`src/rtl/fft_feeder_pkg.sv`:
```
// Shared types and constants for the FFT sink-side frame feeder.
package fft_feeder_pkg;

  localparam int unsigned DW_DEF     = 14;
  localparam int unsigned PW_DEF     = 11;
  localparam int unsigned FFTPTS_MIN = 8;
  localparam int unsigned FFTPTS_MAX = 1024;

  typedef struct packed {
    logic signed [DW_DEF-1:0] re;
    logic signed [DW_DEF-1:0] im;
    logic                     sop;
    logic                     eop;
    logic [PW_DEF-1:0]        pts;
    logic                     inv;
  } fft_word_t;

  function automatic logic is_legal_pts(input logic [31:0] pts);
    return ($countones(pts) == 1) && (pts >= FFTPTS_MIN) && (pts <= FFTPTS_MAX);
  endfunction

endpackage

```
`src/rtl/fft_skid_buf.sv`:
```
// Two-entry ready/valid register slice: output register plus one skid entry.
module fft_skid_buf
  import fft_feeder_pkg::*;
#(
  parameter type   word_t   = fft_word_t,
  parameter word_t RST_WORD = '0
) (
  input  logic  clk,
  input  logic  rst_n,
  input  logic  push_i,
  input  word_t data_i,
  input  logic  ready_i,
  output logic  valid_o,
  output word_t data_o,
  output logic  full_nxt_o,
  output logic  empty_nxt_o
);

  word_t out_q, out_d, skid_q, skid_d;
  logic  out_vld_q, out_vld_d, skid_vld_q, skid_vld_d;
  logic  load_out;

  always_comb begin
    out_d      = out_q;
    out_vld_d  = out_vld_q;
    skid_d     = skid_q;
    skid_vld_d = skid_vld_q;
    load_out   = !out_vld_q || ready_i;

    if (load_out) begin
      if (skid_vld_q) begin
        out_d      = skid_q;
        out_vld_d  = 1'b1;
        skid_vld_d = push_i;
        if (push_i) skid_d = data_i;
      end else begin
        // Data is kept on an empty drain so the sink_* lines do not toggle needlessly.
        out_vld_d = push_i;
        if (push_i) out_d = data_i;
      end
    end else if (push_i) begin
      skid_d     = data_i;
      skid_vld_d = 1'b1;
    end
  end

  always_ff @(posedge clk or negedge rst_n) begin
    if (!rst_n) begin
      out_q      <= RST_WORD;
      out_vld_q  <= 1'b0;
      skid_q     <= RST_WORD;
      skid_vld_q <= 1'b0;
    end else begin
      out_q      <= out_d;
      out_vld_q  <= out_vld_d;
      skid_q     <= skid_d;
      skid_vld_q <= skid_vld_d;
    end
  end

  assign valid_o     = out_vld_q;
  assign data_o      = out_q;
  assign full_nxt_o  = out_vld_d && skid_vld_d;
  assign empty_nxt_o = !out_vld_d && !skid_vld_d;

endmodule

```
`src/rtl/fft_frame_feeder.sv`:
```
// Packetizes a continuous complex sample stream into framed Avalon-ST words for the fft core.
module fft_frame_feeder
  import fft_feeder_pkg::*;
#(
  parameter int unsigned DW = DW_DEF,
  parameter int unsigned PW = PW_DEF,
  parameter int unsigned CW = 16
) (
  input  logic                 clk,
  input  logic                 reset_n,
  input  logic [PW-1:0]        cfg_fftpts,
  input  logic                 cfg_inverse,
  input  logic                 in_valid,
  output logic                 in_ready,
  input  logic signed [DW-1:0] in_real,
  input  logic signed [DW-1:0] in_imag,
  output logic                 sink_valid,
  input  logic                 sink_ready,
  output logic [1:0]           sink_error,
  output logic                 sink_sop,
  output logic                 sink_eop,
  output logic signed [DW-1:0] sink_real,
  output logic signed [DW-1:0] sink_imag,
  output logic [PW-1:0]        fftpts_in,
  output logic                 inverse,
  output logic                 cfg_err,
  output logic [CW-1:0]        frame_cnt,
  output logic                 busy
);

  typedef struct packed {
    logic signed [DW-1:0] re;
    logic signed [DW-1:0] im;
    logic                 sop;
    logic                 eop;
    logic [PW-1:0]        pts;
    logic                 inv;
  } word_t;

  typedef enum logic {IDLE, STREAM} state_e;

  localparam word_t RST_WORD = '{re: '0, im: '0, sop: 1'b0, eop: 1'b0,
                                 pts: PW'(FFTPTS_MAX), inv: 1'b0};

  state_e        state_q, state_d;
  logic [PW-1:0] cnt_q, cnt_d;
  logic [PW-1:0] pts_q, pts_d;
  logic          inv_q, inv_d;
  logic          in_ready_q, in_ready_d;
  logic          cfg_err_q, cfg_err_d;
  logic          busy_q, busy_d;
  logic [CW-1:0] frame_cnt_q, frame_cnt_d;

  logic  cfg_legal, push, pop, full_nxt, empty_nxt, out_valid;
  word_t word_in, word_out;

  assign cfg_legal = is_legal_pts(32'(cfg_fftpts));
  assign push      = in_valid && in_ready_q;
  assign pop       = out_valid && sink_ready;

  always_comb begin
    state_d = state_q;
    cnt_d   = cnt_q;
    pts_d   = pts_q;
    inv_d   = inv_q;
    word_in = '{re: in_real, im: in_imag, sop: 1'b0, eop: 1'b0, pts: pts_q, inv: inv_q};

    if (push) begin
      case (state_q)
        IDLE: begin
          // A config that turns illegal on the very cycle of an accept keeps the previous frame's settings.
          if (cfg_legal) begin
            pts_d = cfg_fftpts;
            inv_d = cfg_inverse;
          end
          word_in.sop = 1'b1;
          word_in.pts = pts_d;
          word_in.inv = inv_d;
          cnt_d       = PW'(1);
          state_d     = STREAM;
        end
        STREAM: begin
          word_in.eop = (cnt_q + PW'(1)) == pts_q;
          if (word_in.eop) begin
            cnt_d   = '0;
            state_d = IDLE;
          end else begin
            cnt_d = cnt_q + PW'(1);
          end
        end
        default: state_d = IDLE;
      endcase
    end

    cfg_err_d   = (state_d == IDLE) && !cfg_legal;
    in_ready_d  = !full_nxt && !cfg_err_d;
    busy_d      = (state_d == STREAM) || !empty_nxt;
    frame_cnt_d = frame_cnt_q + CW'(pop && word_out.eop);
  end

  always_ff @(posedge clk or negedge reset_n) begin
    if (!reset_n) begin
      state_q     <= IDLE;
      cnt_q       <= '0;
      pts_q       <= PW'(FFTPTS_MAX);
      inv_q       <= 1'b0;
      in_ready_q  <= 1'b0;
      cfg_err_q   <= 1'b0;
      busy_q      <= 1'b0;
      frame_cnt_q <= '0;
    end else begin
      state_q     <= state_d;
      cnt_q       <= cnt_d;
      pts_q       <= pts_d;
      inv_q       <= inv_d;
      in_ready_q  <= in_ready_d;
      cfg_err_q   <= cfg_err_d;
      busy_q      <= busy_d;
      frame_cnt_q <= frame_cnt_d;
    end
  end

  fft_skid_buf #(
    .word_t   (word_t),
    .RST_WORD (RST_WORD)
  ) u_skid (
    .clk         (clk),
    .rst_n       (reset_n),
    .push_i      (push),
    .data_i      (word_in),
    .ready_i     (sink_ready),
    .valid_o     (out_valid),
    .data_o      (word_out),
    .full_nxt_o  (full_nxt),
    .empty_nxt_o (empty_nxt)
  );

  assign in_ready   = in_ready_q;
  assign sink_valid = out_valid;
  assign sink_error = '0;
  assign sink_sop   = word_out.sop;
  assign sink_eop   = word_out.eop;
  assign sink_real  = word_out.re;
  assign sink_imag  = word_out.im;
  assign fftpts_in  = word_out.pts;
  assign inverse    = word_out.inv;
  assign cfg_err    = cfg_err_q;
  assign frame_cnt  = frame_cnt_q;
  assign busy       = busy_q;

endmodule

```
`config.mk`:
```
export PLATFORM = sky130hd
export DESIGN_NAME = fft_frame_feeder
export DESIGN_NICKNAME = d
export VERILOG_FILES = /design/src/rtl/fft_feeder_pkg.sv /design/src/rtl/fft_skid_buf.sv /design/src/rtl/fft_frame_feeder.sv
export SDC_FILE = /design/constraint.sdc
export NUM_CORES = 1
export LEC_CHECK = 0
export CAP_MARGIN = 25
export CORE_ASPECT_RATIO = 0.7
export CORE_MARGIN = 1.5
export CORE_UTILIZATION = 35
export DETAILED_ROUTE_END_ITERATION = 10
export PLACE_DENSITY_LB_ADDON = 0.3
export SLEW_MARGIN = 20
export SYNTH_ARGS = -nofsm -noshare
export SYNTH_HDL_FRONTEND = slang
export SYNTH_SLANG_ARGS = --single-unit
```
`constraint.sdc`:
```
create_clock -name clk -period 4 [get_ports clk]
set_input_delay 1 -clock clk [delete_from_list [all_inputs] [get_ports clk]]
set_output_delay 1 -clock clk [all_outputs]
set_load 0.01 [all_outputs]
```
==> flow_metrics.env, run 1 <==
export IMPL_cpMostUsedCell="fa_2"
export IMPL_vias=4589
export IMPL_antenna_found_initial=0
export IMPL_slowest_delay_ps=530
export IMPL_crit_slowest_cell="fa_1"
export IMPL_synth_largest_area_cell="dfrtp_1"
export IMPL_grt_pass1_wl_um=24700
export IMPL_finalMaxSlewViolations=0
export IMPL_r2r_end="cnt_q[6]"
export IMPL_timing_fmax_mhz=232
export IMPL_syn2layout_area_growth_pct=38.1
export IMPL_yosysWarnings=0
export IMPL_synthArstFlopShare_pct=100
export IMPL_hold_depth=2
export IMPL_die_area_um2=18600
export IMPL_switching_power_mw=2.04
export IMPL_cts_tree="built"
export IMPL_required_ps=4300
export IMPL_initial_utilization_pct=36.0
export IMPL_worst_pin_slew_ps=749
export IMPL_stdcell_count=931
export IMPL_grt_use_total_pct=17.4
export IMPL_post_route_util_pct=49.7
export IMPL_dr_pass1_iters=4
export IMPL_cp_cell_sequence="buf_8, fa_2, fa_1, inv_2, fa_1, fa_2, fa_2, buf_4, a22o_1, nand4b_4, buf_12, mux2i_4, nand2b_1, a22o_1"
export IMPL_hp_class="register to register"
export IMPL_fin_hold_ws_ps=471
export IMPL_hold_viol_final=0
export IMPL_grt_start_max_net_pins=57
export IMPL_numCtsBuffers=17
export IMPL_syn_avg_cell_area_um2=11.1
export IMPL_io_buffer_count=105
export IMPL_synth_ff_type="dfrtp_1"
export IMPL_finalSetupViolations=36
export IMPL_clk_pin_slew_worst_paths_ps=50
export IMPL_crit_family="adder cells"
export IMPL_fp_dieW_um=162
export IMPL_fin_crit_sh_pct=108
export IMPL_clock_path_buffers=2
export IMPL_power_mw=6.07
export IMPL_placed_cells=892
export IMPL_min_period_ps=4310
export IMPL_synthTopCellsByArea="dfrtp_1 (51%), mux2_2 (7.4%), mux2i_1 (6.6%)"
export IMPL_final_nets=743
export IMPL_final_cell_mix="dfrtp_1 (125), clkdlybuf4s50_1 (98), nand2_1 (58)"
export IMPL_synth_cell_types=53
export IMPL_p_int_mw=4.03
export IMPL_synth_edff_count=0
export IMPL_pwr_share_comb_pct=37.3
export IMPL_clockPowerShare_pct=26.5
export IMPL_die_h_um=114
export IMPL_clock_tree_htree_level_count=4
export IMPL_r2r_start="cnt_q[0]"
export IMPL_critPathArrivalTime_ps=4610
export IMPL_final_common_cell="dfrtp_1"
export IMPL_drv_cap=0
export IMPL_diodes=0
export IMPL_detail_route_wl_per_cell_um=16.1
export IMPL_placementRows=40
export IMPL_antenna_violating_nets_post_route=0
export IMPL_rsz0062_at_grt="yes"
export IMPL_cts_hold_buffers=0
export IMPL_synth_seq_area_share_pct=52.0
export IMPL_p_leak_nw=3.74
export IMPL_drt_total_wl_um=15000
export IMPL_min_from="u_skid.data_o[11]"
export IMPL_synth_area_um2=6210
export IMPL_setup_slack_ps=-307
export IMPL_startpoint_type="primary input"
export IMPL_crit_path_max_fanout=5
export IMPL_pwr_share_seq_pct=36.2
export IMPL_drive_above_1_share_pct=22.9
export IMPL_initialDrtViolationCount=228
export IMPL_dp_hpwl_um=10400
export IMPL_crit_type="primary input to register"
export IMPL_violations="negative setup slack"
export IMPL_clock_root_buffer="clkbuf_16"
export IMPL_place_gp_congestion=0.816
export IMPL_io_pins=108
export IMPL_ff2ff_setup_slack_ps=1270
export IMPL_vias_per_cell=4.93
export IMPL_status="finished with violations"
export IMPL_overflow=0
export IMPL_insertion_delay_ps=420
export IMPL_min_to="u_skid.data_o[11]"
export IMPL_fin_skew_ps=7.48
export IMPL_clock_sinks=129
export IMPL_coreArea_um2=17300
export IMPL_yosysTopAreaCellShare_pct=50.7
export IMPL_synthCells=562
export IMPL_path_buf_inv=4
export IMPL_synth_seq_cells=129
export IMPL_switching_share_pct=33.6
export IMPL_vdd_drop_max_mv=0.278
export IMPL_max_slew_margin_rel_pct=50.1
export IMPL_dp_slack_ps=-1170
export IMPL_grt_pass1_vias=4749
export IMPL_drc=0
export IMPL_ff2ff_path_depth=8
export IMPL_power_density_nw_per_um2=707
export IMPL_cp_end_kind="register"
==> Yosys cell counts, drive strengths merged, types with 2 or more instances <==
master and count:
nor2 19, nor4 5, and2 2, and4 2
o21a 3, nand3 12, or3 4, a31oi 2
fa 7, nand2 58, nand4 4, nand2b 14
a22o 16, dfrtp 126, o211ai 2, clkbuf 23
nor3 11, dfstp 3, a21o 2, xor2 11
or2 2, xnor2 15, mux2i 41, buf 12
inv 25, nor2b 3, a211oi 2, o21ai 56
a21oi 18, and3 5, mux2 42, ha 5
==> final cells by class <==
type | count | area [um^2]
clock buffer | 19 | 453
clock inverter | 13 | 160
tap | 231 | 289
multi-input combinational | 374 | 2970
timing repair buffer | 140 | 1380
fill | 1529 | 8680
inverter | 25 | 93.8
sequential | 129 | 3230
==> state kept, by name (all words and copies together), names as in the netlist <==
name and flops:
cfg_err 1, u_skid.skid_q 42, u_skid.valid_o 1, u_skid.data_o 42
busy 1, cnt_q 11, in_ready 1, pts_q 11
inv_q 1, frame_cnt 16, state_q 1, u_skid.skid_vld_q 1
==> cell families after synthesis <==
logic type      count (synthesis)  share of synthesized area [%]
compound gates                106                           10.3
xor+xnor                       26                           3.79
fa+ha+maj                      13                           3.42
buf+inv                        60                           4.21
flops                         129                           52.0
mux                            83                           14.3
other cells                     1                         0.0604
simple gates                  144                           11.9
==> how the worst max path moves through the flow <==
stage,endpoint,depth (start not counted),slack (ps),from
floorplan,u_skid.skid_q[11],12,-500,cfg_fftpts[0]
global placement,u_skid.data_o[2],14,-1040,cfg_fftpts[0]
detailed placement,u_skid.data_o[2],13,-1170,cfg_fftpts[3]
CTS,u_skid.data_o[9],13,-370,cfg_fftpts[9]
global route,u_skid.data_o[3],14,-400,cfg_fftpts[3]
finish,u_skid.data_o[3],14,-310,cfg_fftpts[3]
==> layer usage <==
layer	vias up	part of all wire (%)	track usage [%]
li1	2192	-	-
met1	2270	48	23.7
met2	112	46	26.4
met3	15	5.3	4.67
met4	0	1.4	7.28
met5	-	0	0
==> power by group through the flow <==
| stage | logic, mW | clock network, mW | registers (mW) |
|---|---|---|---|
| finish | 2.26 | 1.61 | 2.20 |
| global route | 2.50 | 1.71 | 2.27 |
| CTS | 2.24 | 1.65 | 2.18 |
| detailed placement | 2.15 | 0 | 2.20 |
| global placement | 2.07 | 0 | 2.17 |
| floorplan | 1.28 | 0 | 2.16 |
==> stage by stage <==
step,cell area [um^2],setup TNS (ps)
floorplan,6240,-12990
global placement,7660,-36680
CTS,8390,-10860
detailed placement,7660,-41200
finish,8580,-8990
global route,8580,-12540
==> worst min-delay path, stage by stage (launching register included) <==
cell	delay, ps
dfstp_2	360
nand2_1	50
o21ai_1	50
==> timing repair <==
item	in CTS	in global routing
endpoints found under the setup margin	38	37
pin swaps	11	10
gates resized for setup	56	31
buffers inserted	4	3
No activity file was read; power rests on OpenSTA's default activity.
==> run 2, diff against run 1 <==
--- a/config.mk
+++ b/config.mk
@@ -10,7 +10,7 @@
 export CORE_MARGIN = 1.5
 export CORE_UTILIZATION = 35
 export DETAILED_ROUTE_END_ITERATION = 10
-export PLACE_DENSITY_LB_ADDON = 0.3
+export PLACE_DENSITY_LB_ADDON = 0.05
 export SLEW_MARGIN = 20
 export SYNTH_ARGS = -nofsm -noshare
 export SYNTH_HDL_FRONTEND = slang
==> run 2 against run 1 <==
  * The flow still finishes with violations (negative setup slack)
  * Combinational power decreased by 3%
  * Clock skew increased by 2.1 ps
  * Via count decreased by 0.87%
  * Register-to-register slack got worse by 180 ps
  * Fmax decreased by 0.45%
  * Worst hold slack got worse by 4.1 ps
  * Flip-flop and latch count unchanged
  * Die area unchanged
  * Sequential power about the same
  * Cell area decreased by 0.98%
  * Critical path type unchanged
  * Critical endpoint is now u_skid.skid_q[11]
  * Largest power group is now sequential cells
  * Highest routed layer unchanged
==> flow_metrics.env, run 2 (same netlist as run 1, synthesis figures left out) <==
export IMPL_cpMostUsedCell="fa_1"
export IMPL_clock_root_buffer="clkbuf_16"
export IMPL_crit_type="primary input to register"
export IMPL_clock_sinks=129
export IMPL_io_pins=108
export IMPL_cp_cell_sequence="buf_8, fa_1, fa_1, inv_2, fa_1, fa_2, fa_2, nor2b_2, nand4b_4, buf_6, mux2_4, mux2_4"
export IMPL_clockPowerShare_pct=27.7
export IMPL_crit_family="adder cells"
export IMPL_io_buffer_count=105
export IMPL_power_density_nw_per_um2=715
export IMPL_fin_skew_ps=9.62
export IMPL_r2r_start="cnt_q[0]"
export IMPL_startpoint_type="primary input"
export IMPL_fp_dieW_um=162
export IMPL_hp_class="register to register"
export IMPL_slowest_delay_ps=530
export IMPL_worst_path_stages=12
export IMPL_vias=4549
export IMPL_fin_crit_sh_pct=108
export IMPL_violations="negative setup slack"
export IMPL_drive_above_1_share_pct=21.3
export IMPL_final_nets=741
export IMPL_finalSetupViolations=36
export IMPL_overflow=0
export IMPL_drv_cap=0
export IMPL_endpoint="u_skid.skid_q[11]"
export IMPL_crit_path_max_fanout=4
export IMPL_setup_slack_ps=-326
export IMPL_cts_tree="built"
export IMPL_placed_cells=890
export IMPL_timing_fmax_mhz=231
export IMPL_final_common_cell="dfrtp_1"
export IMPL_rsz0062_at_grt="yes"
export IMPL_multiInputGateArea_um2=2890
export IMPL_r2r_end="u_skid.data_o[12]"
export IMPL_detail_route_wl_per_cell_um=16.5
export IMPL_seqCellArea_um2=3230
export IMPL_insertion_delay_ps=420
export IMPL_min_period_ps=4330
export IMPL_dr_pass1_iters=4
export IMPL_antenna_found_initial=0
export IMPL_dp_hpwl_um=10700
export IMPL_drc=0
export IMPL_power_mw=6.08
export IMPL_n_fill_cell=1583
export IMPL_ff2ff_path_depth=8
export IMPL_crit_path_start="cfg_fftpts[9]"
export IMPL_cp_end_kind="register"
export IMPL_grt_pass1_wl_um=24600
export IMPL_switching_share_pct=33.5
export IMPL_place_gp_congestion=0.823
export IMPL_post_route_util_pct=49.2
export IMPL_fin_tns_setup_ps=-8290
export IMPL_p_int_mw=4.04
export IMPL_critPathArrivalTime_ps=4670
export IMPL_vias_per_cell=4.90
export IMPL_required_ps=4340
export IMPL_finalMaxSlewViolations=0
export IMPL_hold_depth=2
export IMPL_cts_hold_buffers=0
export IMPL_grt_use_total_pct=17.4
export IMPL_die_h_um=114
export IMPL_pwr_share_seq_pct=36.3
export IMPL_grt_start_max_net_pins=62
export IMPL_clock_tree_htree_level_count=4
export IMPL_worst_pin_slew_ps=622
export IMPL_clock_path_buffers=2
export IMPL_crit_slowest_cell="fa_1"
export IMPL_diodes=0
export IMPL_placementRows=40
export IMPL_initialDrtViolationCount=198
export IMPL_initial_utilization_pct=36.0
export IMPL_drt_total_wl_um=15300
export IMPL_antenna_violating_nets_post_route=0
export IMPL_dp_slack_ps=-1220
export IMPL_p_leak_nw=3.72
export IMPL_clk_pin_slew_worst_paths_ps=60
export IMPL_stdcell_count=929
export IMPL_switching_power_mw=2.03
export IMPL_hold_viol_final=0
export IMPL_syn2layout_area_growth_pct=36.8
export IMPL_grt_pass1_vias=4541
export IMPL_max_slew_margin_rel_pct=58.5
export IMPL_pwr_share_comb_pct=36.0
export IMPL_path_buf_inv=3
export IMPL_ff2ff_setup_slack_ps=1090
export IMPL_vdd_drop_max_mv=0.309
export IMPL_coreArea_um2=17300
export IMPL_final_cell_mix="dfrtp_1 (125), clkdlybuf4s50_1 (98), nand2_1 (58)"
export IMPL_numCtsBuffers=17
export IMPL_die_area_um2=18600
export IMPL_status="finished with violations"
[run 2: cell count changes in the layout (fill, tap and decap cells not counted), sizes merged]
cell      delta
clkinvlp     -1
clkbuf       -1
buf          -2
bufinv       +1
clkinv       -3
inv          +4
[run 2: final cells by class]
| cell class | instances | share of cell area, % |
|---|---|---|
| Tap cell | 231 | 3.40 |
| Inverter | 25 | 1.10 |
| Sequential cell | 129 | 38.0 |
| Timing Repair Buffer | 138 | 15.9 |
| Clock inverter | 14 | 2.34 |
| Multi-Input combinational cell | 374 | 34.1 |
| Clock buffer | 18 | 5.17 |
[run 2: power by group through the flow]
stage                     combinational [mW]  clock [mW]  sequential [mW]
after floorplan                         1.28           0             2.16
after global placement                  2.08           0             2.19
after detailed placement                2.13           0             2.21
after CTS                               2.19        1.72             2.20
after global routing                    2.41        1.79             2.27
final                                   2.19        1.68             2.20
[run 2: stage by stage]
step                hold slack (ps)  cell area [um^2]
floorplan                       442              6240
global placement                455              7640
detailed placement              461              7640
CTS                             469              8400
global route                    481              8500
finish                          466              8500
[run 2: worst reg2reg max path: stages, from the launching register on]
cell and delay, ps:
dfrtp_1 470, ha_1 300, nand3_1 250, or3_4 470
xnor2_2 160, or3_1 360, nor4_2 470, nand2_1 140
o31ai_1 200
[run 2: how the worst min path moves through the flow]
stage / startpoint / end / slack, ps
floorplan: u_skid.skid_q[12] / u_skid.skid_q[12] / 440
global placement: u_skid.data_o[11] / u_skid.data_o[11] / 460
finish: u_skid.data_o[11] / u_skid.data_o[11] / 470
detailed placement: u_skid.data_o[11] / u_skid.data_o[11] / 460
global route: u_skid.data_o[11] / u_skid.data_o[11] / 480
CTS: u_skid.data_o[11] / u_skid.data_o[11] / 470
[run 2: per-layer routing]
layer	global-route usage, %	vias to the layer above	share of wire (%)
met3	3.91	12	5.1
li1	-	2189	-
met1	25.3	2235	51
met2	25.4	113	43
met4	5.99	0	1.1
met5	0	-	0
[run 2: repair_timing]
| item | in CTS | in global routing |
|---|---|---|
| hold endpoints to repair | 0 | 0 |
| pin swaps | 10 | 6 |
| buffers inserted | 3 | 4 |
| resized for setup | 57 | 13 |
| endpoints found under the setup margin | 38 | 38 |
| cloned | 0 | 0 |
